<file path="src/rtl/ksa_pkg.sv">
`default_nettype none
// +-----------------------------------------------------------------------------+
// | ksa_pkg: shared sizing helpers and prefix-cell functions for ksa_pipe_nbit  |
// | Rev 1.0                                                                     |
// +-----------------------------------------------------------------------------+
package ksa_pkg;

    typedef struct packed {
        logic g;
        logic p;
    } gp_t;

    function automatic int ksa_clog2(input int n);
        int r;
        r = 0;
        while ((1 << r) < n) begin
            r = r + 1;
        end
        return r;
    endfunction

    function automatic int ksa_log2n(input int n);
        return ksa_clog2(n);
    endfunction

    function automatic int ksa_ngrp(input int n, input int se);
        return (ksa_log2n(n) + se - 1) / se;
    endfunction

    function automatic int ksa_lat(input int n, input int se);
        return ksa_ngrp(n, se) + 1;
    endfunction

    function automatic gp_t ksa_black(input logic gi, input logic pi,
                                      input logic gj, input logic pj);
        gp_t r;
        r.g = gi | (pi & gj);
        r.p = pi & pj;
        return r;
    endfunction

    function automatic logic ksa_grey(input logic gi, input logic pi,
                                      input logic gj);
        return gi | (pi & gj);
    endfunction

endpackage : ksa_pkg
`default_nettype wire

</file>
<file path="src/rtl/ksa_prefix_level.sv">
`default_nettype none
// +-----------------------------------------------------------------------------+
// | ksa_prefix_level: one combinational Kogge-Stone level at span distance DIST |
// | Rev 1.0                                                                     |
// +-----------------------------------------------------------------------------+
module ksa_prefix_level
    import ksa_pkg::*;
#(
    parameter int N    = 16,
    parameter int DIST = 1
) (
    input  logic [N-1:0] g_i,
    input  logic [N-1:0] p_i,
    output logic [N-1:0] g_o,
    output logic [N-1:0] p_o
);

    for (genvar i = 0; i < N; i++) begin : g_bit
        if (i < DIST) begin : g_pass
            assign g_o[i] = g_i[i];
            assign p_o[i] = p_i[i];
        end else if (i < 2 * DIST) begin : g_grey
            // Partner span already reaches the carry-in, so the group propagate is 0.
            assign g_o[i] = ksa_grey(g_i[i], p_i[i], g_i[i-DIST]);
            assign p_o[i] = 1'b0;
        end else begin : g_black
            gp_t w_c;
            assign w_c    = ksa_black(g_i[i], p_i[i], g_i[i-DIST], p_i[i-DIST]);
            assign g_o[i] = w_c.g;
            assign p_o[i] = w_c.p;
        end
    end

endmodule : ksa_prefix_level
`default_nettype wire

</file>
<file path="src/rtl/ksa_pipe_nbit.sv">
`default_nettype none
// +-----------------------------------------------------------------------------+
// | ksa_pipe_nbit: pipelined N-bit Kogge-Stone add/sub with valid/ready flow    |
// | Rev 1.0                                                                     |
// +-----------------------------------------------------------------------------+
module ksa_pipe_nbit
    import ksa_pkg::*;
#(
    parameter int N           = 16,
    parameter int STAGE_EVERY = 1
) (
    input  logic         clk,
    input  logic         rst_n,
    input  logic         in_valid,
    output logic         in_ready,
    input  logic [N-1:0] A,
    input  logic [N-1:0] B,
    input  logic         Ci,
    input  logic         SUB,
    output logic         out_valid,
    input  logic         out_ready,
    output logic [N-1:0] S,
    output logic         Co,
    output logic         OV
);

    localparam int LOG2N = ksa_log2n(N);
    localparam int NGRP  = ksa_ngrp(N, STAGE_EVERY);

    // Register slot 0 is the operand stage; slot g+1 closes prefix group g.
    logic [N-1:0] g_q  [0:NGRP];
    logic [N-1:0] g_d  [0:NGRP];
    logic [N-1:0] p_q  [0:NGRP];
    logic [N-1:0] p_d  [0:NGRP];
    logic [N-1:0] po_q [0:NGRP];
    logic [N-1:0] po_d [0:NGRP];
    logic         ci_q [0:NGRP];
    logic         ci_d [0:NGRP];
    logic         v_q  [0:NGRP];
    logic         v_d  [0:NGRP];

    logic [N-1:0] w_lvl_gi [0:LOG2N-1];
    logic [N-1:0] w_lvl_pi [0:LOG2N-1];
    logic [N-1:0] w_lvl_go [0:LOG2N-1];
    logic [N-1:0] w_lvl_po [0:LOG2N-1];

    logic [N-1:0] s_q;
    logic [N-1:0] s_d;
    logic         co_q;
    logic         co_d;
    logic         ov_q;
    logic         ov_d;
    logic         ovld_q;

    logic         w_adv;
    logic [N-1:0] w_beff;
    logic [N-1:0] w_g0;
    logic [N-1:0] w_p0;
    logic [N-1:0] w_cin;

    assign w_adv    = ~ovld_q | out_ready;
    assign in_ready = w_adv;

    assign w_beff = B ^ {N{SUB}};
    assign w_p0   = A ^ w_beff;
    assign w_g0   = A & w_beff;

    // Carry-in is absorbed into bit 0 so LOG2N levels cover every span.
    assign g_d[0]  = {w_g0[N-1:1], w_g0[0] | (w_p0[0] & Ci)};
    assign p_d[0]  = {w_p0[N-1:1], 1'b0};
    assign po_d[0] = w_p0;
    assign ci_d[0] = Ci;
    assign v_d[0]  = in_valid;

    for (genvar k = 0; k < LOG2N; k++) begin : g_lvl
        if (k % STAGE_EVERY == 0) begin : g_from_reg
            assign w_lvl_gi[k] = g_q[k/STAGE_EVERY];
            assign w_lvl_pi[k] = p_q[k/STAGE_EVERY];
        end else begin : g_from_lvl
            assign w_lvl_gi[k] = w_lvl_go[k-1];
            assign w_lvl_pi[k] = w_lvl_po[k-1];
        end

        ksa_prefix_level #(
            .N    (N),
            .DIST (1 << k)
        ) u_level (
            .g_i (w_lvl_gi[k]),
            .p_i (w_lvl_pi[k]),
            .g_o (w_lvl_go[k]),
            .p_o (w_lvl_po[k])
        );
    end

    for (genvar gi = 0; gi < NGRP; gi++) begin : g_grp
        localparam int LAST = (((gi + 1) * STAGE_EVERY < LOG2N) ?
                               (gi + 1) * STAGE_EVERY : LOG2N) - 1;
        assign g_d[gi+1]  = w_lvl_go[LAST];
        assign p_d[gi+1]  = w_lvl_po[LAST];
        assign po_d[gi+1] = po_q[gi];
        assign ci_d[gi+1] = ci_q[gi];
        assign v_d[gi+1]  = v_q[gi];
    end

    assign w_cin = {g_q[NGRP][N-2:0], ci_q[NGRP]};
    assign s_d   = po_q[NGRP] ^ w_cin;
    assign co_d  = g_q[NGRP][N-1];
    assign ov_d  = w_cin[N-1] ^ co_d;

    always_ff @(posedge clk) begin
        if (!rst_n) begin
            for (int i = 0; i <= NGRP; i++) begin
                g_q[i]  <= '0;
                p_q[i]  <= '0;
                po_q[i] <= '0;
                ci_q[i] <= 1'b0;
                v_q[i]  <= 1'b0;
            end
            s_q    <= '0;
            co_q   <= 1'b0;
            ov_q   <= 1'b0;
            ovld_q <= 1'b0;
        end else if (w_adv) begin
            for (int i = 0; i <= NGRP; i++) begin
                g_q[i]  <= g_d[i];
                p_q[i]  <= p_d[i];
                po_q[i] <= po_d[i];
                ci_q[i] <= ci_d[i];
                v_q[i]  <= v_d[i];
            end
            s_q    <= s_d;
            co_q   <= co_d;
            ov_q   <= ov_d;
            ovld_q <= v_q[NGRP];
        end
    end

    assign out_valid = ovld_q;
    assign S         = s_q;
    assign Co        = co_q;
    assign OV        = ov_q;

endmodule : ksa_pipe_nbit
`default_nettype wire

</file>
<file path="config.mk">
export PLATFORM = sky130hd
export DESIGN_NAME = ksa_pipe_nbit
export DESIGN_NICKNAME = d
export VERILOG_FILES = /design/src/rtl/ksa_pkg.sv /design/src/rtl/ksa_prefix_level.sv /design/src/rtl/ksa_pipe_nbit.sv
export SDC_FILE = /design/constraint.sdc
export NUM_CORES = 1
export LEC_CHECK = 0
export ABC_AREA = 1
export BUFFER_PORTS_ARGS = -buffer_cell sky130_fd_sc_hd__buf_2
export CAP_MARGIN = 20
export CORE_UTILIZATION = 50
export CTS_BUF_LIST = sky130_fd_sc_hd__clkbuf_4
export CTS_CLUSTER_SIZE = 20
export DETAILED_ROUTE_END_ITERATION = 12
export PLACE_DENSITY_LB_ADDON = 0.3
export SYNTH_ARGS = -nofsm -noshare
export SYNTH_HDL_FRONTEND = slang
export SYNTH_SLANG_ARGS = --single-unit
</file>
<file path="constraint.sdc">
create_clock -name clk -period 6.2 [get_ports clk]
set_input_delay 0 -clock clk [delete_from_list [all_inputs] [get_ports clk]]
set_output_delay 0 -clock clk [all_outputs]
set_load 0.01 [all_outputs]
</file>
# Yosys cells after proc, flatten, opt, wreduce, memory -nomap -nowiden
# Memory sizes are Yosys's and may differ from the RTL's. A register that Yosys moved wholly into a read port is not among the register bits.
# Index checks and enable logic that the tools add are counted.
[word_totals]
register_bits = 18
ram_bits = 250
in_bits = 38
out_inout_bits = 20
word_cells = 204
n_memories = 5
[classes]
n_mux = 29
n_bitwise = 166
n_reduce_logical = 1
[mem_list]
columns = ["name", "depth", "word_bits", "rd", "rd_clocked_by_memory_dff", "write_ports", "line", "rtl"]
rows = [
  ["g_q", 5, 16, 5, 0, 5, "ksa_pipe_nbit.sv:31", "logic [N-1:0] g_q [0:NGRP];"],
  ["p_q", 5, 16, 4, 0, 5, "ksa_pipe_nbit.sv:33", "logic [N-1:0] p_q [0:NGRP];"],
  ["po_q", 5, 16, 5, 0, 5, "ksa_pipe_nbit.sv:35", "logic [N-1:0] po_q [0:NGRP];"],
  ["ci_q", 5, 1, 5, 0, 5, "ksa_pipe_nbit.sv:37", "logic ci_q [0:NGRP];"],
  ["v_q", 5, 1, 5, 1, 5, "ksa_pipe_nbit.sv:39", "logic v_q [0:NGRP];"],
]
[ops]
columns = ["operator", "n"]
rows = [
  ["$mux 16", 15],
  ["$and 1x1->1", 84],
  ["$or 1x1->1", 76],
  ["$xor 16x16->16", 3],
  ["$and 16x16->16", 1],
  ["$mux 1", 14],
  ["$logic_not 1->1", 1],
  ["$not 1->1", 1],
  ["$xor 1x1->1", 1],
]

# Longest topological paths before layout
# Gate-level depths: netlist of the first run.
[depth]
word_depth = 6
ltp_mapped = 6
mapped_depth_nobuf = 5

# By module
# Synthesis of the first run repeated with hierarchy kept, for this count alone.
[hier_totals]
hier_cells = 1145
hier_area_um2 = 10844.2
[by_module_without_submodules]
columns = ["mod", "n_inst", "cells_each", "area_each_um2", "seq_area_each_um2"]
rows = [
  ["ksa_pipe_nbit", 1, 881, 9684.3, 6926.6],
  ["ksa_prefix_level at g_lvl[0].u_level", 1, 77, 300.3, 0.0],
  ["ksa_prefix_level at g_lvl[1].u_level", 1, 73, 296.5, 0.0],
  ["ksa_prefix_level at g_lvl[2].u_level", 1, 65, 289.0, 0.0],
  ["ksa_prefix_level at g_lvl[3].u_level", 1, 49, 274.0, 0.0],
]

# Least setup slack after synthesis of the first run
# No wires, ideal clock.
[synth_timing]
kind = "register to register"
start = "register ovld_q, in the netlist out_valid (read register of v_q)"
end = "memory ci_q[0][0], enable pin"
setup_time_ns = 0.557
arrival_ns = 4.541
required_time_ns = 5.643
setup_slack_ns = 1.102
path_stages_with_launch = 4
path_buffers = 0
period_less_slack_ns = 5.098
path_cell_list = "dfxtp_1 -> nand2_2 -> nor2_4 -> inv_1"
[synth_rtl]
columns = ["item", "line", "rtl"]
rows = [
  ["start: declaration", "ksa_pipe_nbit.sv:53", "logic ovld_q;"],
  ["end: declaration", "ksa_pipe_nbit.sv:37", ""],
]

==> results.py, run 1 <==
metrics = {
    "layout": {
        "fin_area_um2": 10800,
        "drive_gt1_share_pct": 14.8,
        "syn2layout_area_growth_pct": 18.5,
        "nNetsFinal": 1031,
        "n_fill_cell": 1472,
        "multi_input_area_um2": 1930,
        "seq_area_um2": 6510,
        "final_cell_count_no_fill": 1248,
        "final_util_pct": 60.4,
    },
    "global_routing": {
        "grt_max_degree": 205,
        "grt.overflow.total": 0,
        "grt_pass1_wl_um": 22900,
        "first_global_vias": 5213,
        "grt_usage_pct": 15.4,
        "antenna_found_initial": 1,
    },
    "clocking": {
        "htreeDepth": 2,
        "hold_buffers": 52,
        "cts.sinks": 223,
        "postCtsSetupRepairBufs": 0,
        "clock-root-buffer": "clkbuf_4",
        "clkTransAtPathRegs_ns": 0.06,
        "clockBufferDepth": 3,
        "ctsResizeCount": 0,
        "insertion_delay_ns": 0.63,
        "cts_tree": "built",
        "cts_buffers": 54,
    },
    "floorplan": {
        "start_util_pct": 50.9,
        "fp-row-count": 49,
        "dieHeight_um": 137,
        "io_pins": 58,
        "die_w_um": 137,
        "die-area_um2": 18800,
        "core_um2": 18000,
    },
    "power_and_ir_drop": {
        "irDropWorstVdd_v": 0.000136,
        "power_density_nw_per_um2": 283,
        "p_leak_uw": 0.00472,
    },
    "yosys": {
        "seq_area_frac_synth_pct": 71.1,
        "ys_ff_latch": 223,
        "synth_commonest_cells": "edfxtp_1 (204), nor2_1 (204), inv_1 (156), nand2_1 (141), a21oi_1 (50)",
        "muxShareOfSynthArea_pct": 0,
        "syn_avg_cell_area_um2": 10.9,
        "syn-instance-count": 836,
        "synth-main-ff-cell": "edfxtp_1",
        "synth-compound-area-share_pct": 2.83,
        "synthArstFlopShare_pct": 0,
        "synth_top_family_by_area": "simple AND/OR/NAND/NOR gates",
        "synth_top_cells_by_area": "edfxtp_1 (67%), nor2_1 (8.4%), inv_1 (6.4%)",
        "syn_nets": 890,
        "synth_top_area_share_pct": 66.9,
        "yosys.area_share.simple_pct": 14.4,
        "synth_area_leader_cell": "edfxtp_1",
        "yosys_warnings": 0,
        "synthAdderAreaFrac_pct": 2.19,
        "syn-cell-area_um2": 9150,
        "yosys.area_share.xor_xnor_pct": 1.53,
        "synth_edf_count": 204,
        "synth_cell_type_count": 14,
    },
    "route": {
        "drt-met1-wl_um": 5990,
        "drtIter0Drc": 356,
        "vias_per_cell": 4.38,
        "route.met2.wl_um": 6400,
        "vias": 5466,
        "wl_met3_um": 568,
        "ant_nets": 0,
        "drt_wl_total_um": 13300,
        "drt_pass1_iterations": 5,
        "wl_per_cell_um": 10.6,
        "drc": 0,
        "highest_layer": "met4",
    },
    "setup_path": {
        "r2r_slack_ns": 3.41,
        "path_max_fanout": 120,
        "start_kind": "flip-flop",
        "r2r-start": "out_valid",
        "cp-end-kind": "flip-flop",
        "cp.required_ns": 6.44,
        "worstSetupPathType": "reg -> reg",
        "worst_ep_arrival_time_ns": 3.04,
        "rr_endpoint": "po_q[0][28]",
        "reg2regPathDepth": 4,
    },
    "placed_design": {
        "place_congestion": 0.740,
        "portBuffers": 57,
        "placed_cell_area_um2": 9610,
        "pre_cts_ws_ns": 3.42,
        "dp_hpwl_um": 7400,
        "place_inst": 1097,
    },
    "timing": {
        "finClkSkew_ns": 0.0301,
        "report.final.slew_viol_count": 0,
        "setup_slack_ns": 3.41,
        "maxSlewHeadroom_pct": 31.5,
        "setup_violations": 0,
        "max_freq_ghz": 0.358,
        "fin_crit_sh_pct": 45.0,
        "finalSetupTns_ns": 0,
        "fin_crit_ns": 2.79,
        "hold_violations": 0,
        "worstMarginPinSlew_ns": 1.03,
        "rsz0062_at_grt": "no",
    },
    "run_status": {
        "run_status": "finished clean",
    },
    "min_path": {
        "holdPathEnd": "g_q[0][11]",
        "hold-path-cell-count": 5,
        "min_from": "SUB",
        "hold_path.class": "in -> reg",
    },
    "run": {
        "drv_cap": 0,
    },
}
## placed cells by master (no fill, tap or decap)
| master | netlist | layout |
|---|---|---|
| nor2_1 | 204 | 204 |
| edfxtp_1 | 204 | 204 |
| inv_1 | 156 | 155 |
| nand2_1 | 141 | 141 |
| clkbuf_4 | 0 | 86 |
| buf_2 | 23 | 57 |
| dlygate4sd3_1 | 0 | 52 |
| a21oi_1 | 50 | 50 |
| dfxtp_1 | 19 | 19 |
| xor2_1 | 16 | 16 |
| ha_1 | 16 | 16 |
| clkinv_1 | 0 | 10 |
| diode_2 | 0 | 1 |
| nand2_2 | 2 | 1 |
| nor2_4 | 1 | 1 |
| inv_6 | 0 | 1 |
| nand2_8 | 0 | 1 |
| a21oi_2 | 1 | 1 |
| clkinv_2 | 0 | 1 |
| buf_16 | 0 | 1 |
| buf_4 | 2 | 1 |
## critical path: stages (launching register included)
cell and delay [ns]:
dfxtp_1 0.34, nand2_2 0.16, nor2_4 0.12, inv_6 0.70, buf_4 0.92
## worst max path at each step
stage / startpoint / depth (start not counted) / endpoint
2_1_floorplan: out_valid / 3 / ci_q[0][0]
3_3_place_gp: out_valid / 4 / po_q[0][60]
3_5_place_dp: out_valid / 4 / po_q[0][60]
4_1_cts: out_valid / 4 / p_q[0][38]
5_1_grt: out_valid / 4 / p_q[0][44]
6_report: out_valid / 4 / po_q[0][28]
## routing by layer
layer | GRT usage [%] | vias up
li1 | - | 2949
met1 | 18.5 | 2380
met2 | 26.0 | 113
met4 | 7.88 | 0
met5 | 0 | -
met3 | 3.79 | 24
## cells by family after synthesis
family | after synthesis
adder cells (fa/ha/maj) | 16
flip-flops | 223
AO/OA/AOI/OAI | 51
buffers and inverters | 182
AND/OR/NAND/NOR | 348
XOR/XNOR | 16
## power breakdown
| part | internal (µW) | total (µW) | switching (µW) |
|---|---|---|---|
| registers | 1700 | 1730 | 35.4 |
| logic | 87.2 | 175 | 88.2 |
| clock network | 625 | 1160 | 536 |
| total | 2410 | 3070 | 659 |
## flip-flops by register name (all words and copies together), names as in the netlist
name       flops
Co             1
OV             1
S             16
ci_q           5
g_q           80
out_valid      1
p_q           34
po_q          80
v_q            5
## metrics by stage
stage                     power [µW]  hold WS (ns)
final                           3070         0.207
after global placement          1900         0.295
after detailed placement        1900         0.303
after floorplan                 1860         0.111
after global routing            3220         0.177
after CTS                       3110         0.138
## layout make-up
type | instances | area share, %
clock buffers | 86 | 5.95
inverters | 156 | 5.44
repair buffers | 111 | 7.75
flip-flops and latches | 223 | 60.0
well taps | 229 | 2.64
diodes | 1 | 0.0231
clock inverters | 11 | 0.392
multi-input cells | 431 | 17.8
(Power assumes the default switching activity.)
==> inputs of run 2 (changes only) <==
--- a/config.mk
+++ b/config.mk
@@ -5,7 +5,7 @@
 export SDC_FILE = /design/constraint.sdc
 export NUM_CORES = 1
 export LEC_CHECK = 0
-export ABC_AREA = 1
+export ABC_AREA = 0
 export BUFFER_PORTS_ARGS = -buffer_cell sky130_fd_sc_hd__buf_2
 export CAP_MARGIN = 20
 export CORE_UTILIZATION = 50
==> constraint.sdc (replaced) <==
create_clock -name clk -period 2.3 [get_ports clk]
set_input_delay 0 -clock clk [delete_from_list [all_inputs] [get_ports clk]]
set_output_delay 0 -clock clk [all_outputs]
set_load 0.01 [all_outputs]
==> run 2 against run 1 <==
Compared with the run above: utilization up 0.93 points; first-iteration DRC count is 26% lower; routed wire length up 12%; via count shrank 6.4%; sequential share of layout area increased by 0.95 points; clock skew grew 0.023 ns; largest power group unchanged.
==> results.py, run 2 <==
metrics = {
    "setup_path": {
        "crit_cells": 4,
        "worst_ep_arrival_time_ns": 2.04,
        "worst-path-buf-inv": 3,
        "cpMaxStageDelayCell": "dfxtp_1",
        "reg2regPathDepth": 6,
        "path_max_fanout": 49,
        "crit_chain": "nor2b_4 > clkinv_2 > buf_4 > buf_2",
        "critPathLaunch": "out_valid",
        "worst_path_dominant_cell_family": "buffers and inverters",
        "worstSetupPathType": "reg -> out",
        "cp.required_ns": 2.30,
        "r2r-start": "out_valid",
        "cp-end-kind": "primary output",
        "start_kind": "flip-flop",
        "cpPeakStageDelay_ns": 0.34,
        "r2r_slack_ns": 0.28,
        "cp-endpoint": "in_ready",
        "rr_endpoint": "Co",
    },
    "placed_design": {
        "place_congestion": 0.765,
        "portBuffers": 57,
        "dp_hpwl_um": 9000,
    },
    "clocking": {
        "htreeDepth": 2,
        "ctsResizeCount": 0,
        "clock-root-buffer": "clkbuf_4",
        "clockBufferDepth": 3,
        "clkTransAtPathRegs_ns": 0.06,
        "insertion_delay_ns": 0.65,
        "cts.sinks": 223,
        "cts_buffers": 54,
        "cts_tree": "built",
    },
    "layout": {
        "nNetsFinal": 803,
        "drive_gt1_share_pct": 21.6,
        "layout_common_cells": "edfxtp_1 (204), and3_1 (133), clkbuf_4 (85), a21oi_1 (67), buf_2 (56)",
        "reg_top3": "g_q: 80 flops, po_q: 80 flops, p_q: 34 flops",
        "n_fill_cell": 1358,
        "final_common_cell": "edfxtp_1",
        "syn2layout_area_growth_pct": 18.9,
    },
    "power_and_ir_drop": {
        "irDropWorstVdd_v": 0.000453,
        "p_leak_uw": 0.00489,
        "power_density_nw_per_um2": 786,
    },
    "yosys": {
        "yosys.area_share.xor_xnor_pct": 3.22,
        "synth_edf_count": 204,
        "synth_top_cells_by_area": "edfxtp_1 (68%), and3_1 (9.3%), dfxtp_1 (4.2%)",
        "synth_cell_type_count": 22,
        "syn_nets": 664,
        "syn-instance-count": 610,
        "synth_commonest_cells": "edfxtp_1 (204), and3_1 (133), a21oi_1 (67), nor2_1 (50), buf_2 (20)",
        "syn_avg_cell_area_um2": 14.7,
        "muxShareOfSynthArea_pct": 0,
        "yosysMostFrequentCell": "edfxtp_1",
        "synth-compound-area-share_pct": 4.85,
        "yosys_warnings": 0,
        "synthArstFlopShare_pct": 0,
        "synth_top_area_share_pct": 68.2,
        "yosys.area_share.simple_pct": 13.6,
        "ys_ff_latch": 223,
        "syn-cell-area_um2": 8980,
        "synth_top_family_by_area": "simple AND/OR/NAND/NOR gates",
        "seq_area_frac_synth_pct": 72.5,
        "synthAdderAreaFrac_pct": 2.23,
        "synth-main-ff-cell": "edfxtp_1",
        "synth_area_leader_cell": "edfxtp_1",
    },
    "timing": {
        "rsz0062_at_grt": "no",
        "setup_violations": 0,
        "finalSetupTns_ns": 0,
        "fin_crit_sh_pct": 88.7,
        "fin_crit_ns": 2.04,
        "report.final.slew_viol_count": 0,
        "worstMarginPinSlew_ns": 0.429,
        "max_freq_ghz": 0.490,
        "maxSlewHeadroom_pct": 71.4,
        "fin_hold_ws_ns": 0.211,
        "finClkSkew_ns": 0.0535,
        "hold_violations": 0,
    },
    "route": {
        "wl_per_cell_um": 14.6,
        "vias": 5116,
        "drc": 0,
        "drt_pass1_iterations": 5,
        "ant_nets": 0,
        "vias_per_cell": 5.05,
        "drtIter0Drc": 263,
        "drt_wl_total_um": 14800,
    },
    "floorplan": {
        "fp-row-count": 48,
        "core_um2": 17400,
        "io_pins": 58,
        "dieHeight_um": 136,
        "start_util_pct": 51.6,
        "die_w_um": 136,
        "die-area_um2": 18500,
    },
    "global_routing": {
        "grt.overflow.total": 0,
        "antenna_found_initial": 1,
        "grt_usage_pct": 17.2,
        "first_global_vias": 5245,
        "grt_max_degree": 57,
        "grt_pass1_wl_um": 24700,
    },
    "run_status": {
        "run_status": "finished clean",
    },
    "min_path": {
        "hold_path.class": "in -> reg",
    },
    "run": {
        "drv_cap": 0,
    },
}
[run 2: how the worst min path moves through the flow]
stage	start	endpoint	slack [ns]	cells past startpoint
global route	SUB	po_q[0][13]	0.20	4
CTS	SUB	g_q[0][11]	0.13	4
floorplan	out_ready	Co	0.20	3
detailed placement	in_valid	v_q[0]	0.33	2
finish	SUB	g_q[0][3]	0.21	4
global placement	in_valid	v_q[0]	0.32	2
[run 2: cell type report]
type                       instances  area (µm²)  area share [%]
multi-input combinational        345        2160            20.3
antenna                            1        2.50          0.0234
clock buffer                      85         638            5.98
tap                              225         282            2.64
timing repair buffer             124         988            9.26
inverter                           1        5.00          0.0469
clock inverter                    10        91.3           0.855
sequential                       223        6510            60.9
[run 2: metrics by stage]
step	instance area (µm²)	util, %	std cells	power [µW]	setup WS, ns
3_5_place_dp	9410	54.0	864	5040	0.580
6_report	10700	61.3	1014	8390	0.259
3_3_place_gp	9410	54.0	864	5020	0.666
2_1_floorplan	8990	-	610	4910	0.0313
5_1_grt	10700	61.3	1014	8760	0.0895
4_1_cts	10700	61.3	1013	8490	0.192
[run 2: cell families (layout without fill, tap and decap cells)]
logic type,Yosys count,after routing
simple gates,210,210
fa+ha+maj,16,16
flops,223,223
xor+xnor,33,33
compound gates,86,86
other cells,0,1
buf+inv,42,220
[run 2: worst register-to-register path, delay by kind of cell, from the launching register on]
| family | cells | cell delay, ns |
|---|---|---|
| compound gates | 1 | 0.09 |
| buf+inv | 3 | 1.09 |
| flops | 1 | 0.34 |
| simple gates | 2 | 0.39 |
[run 2: timing repair]
action | 4_1_cts | 5_1_grt
hold endpoints to repair | 93 | 0
hold buffers | 54 | 0
setup buffers | 0 | 0
[run 2: metal layers]
layer,global-route usage (%),share of wire [%],vias to the layer above
li1,-,-,2579
met1,20.0,41,2384
met2,29.8,53,127
met3,4.77,4.3,26
met4,6.85,1.9,0
met5,0,0,-
[run 2: where the power goes]
part / internal (µW) / leakage, µW / switching (µW) / total, µW
logic: 243 / 0.00183 / 183 / 426
registers: 4560 / 0.00263 / 75.9 / 4630
clock network: 1890 / 0.000437 / 1440 / 3330
total: 6690 / 0.00489 / 1700 / 8390
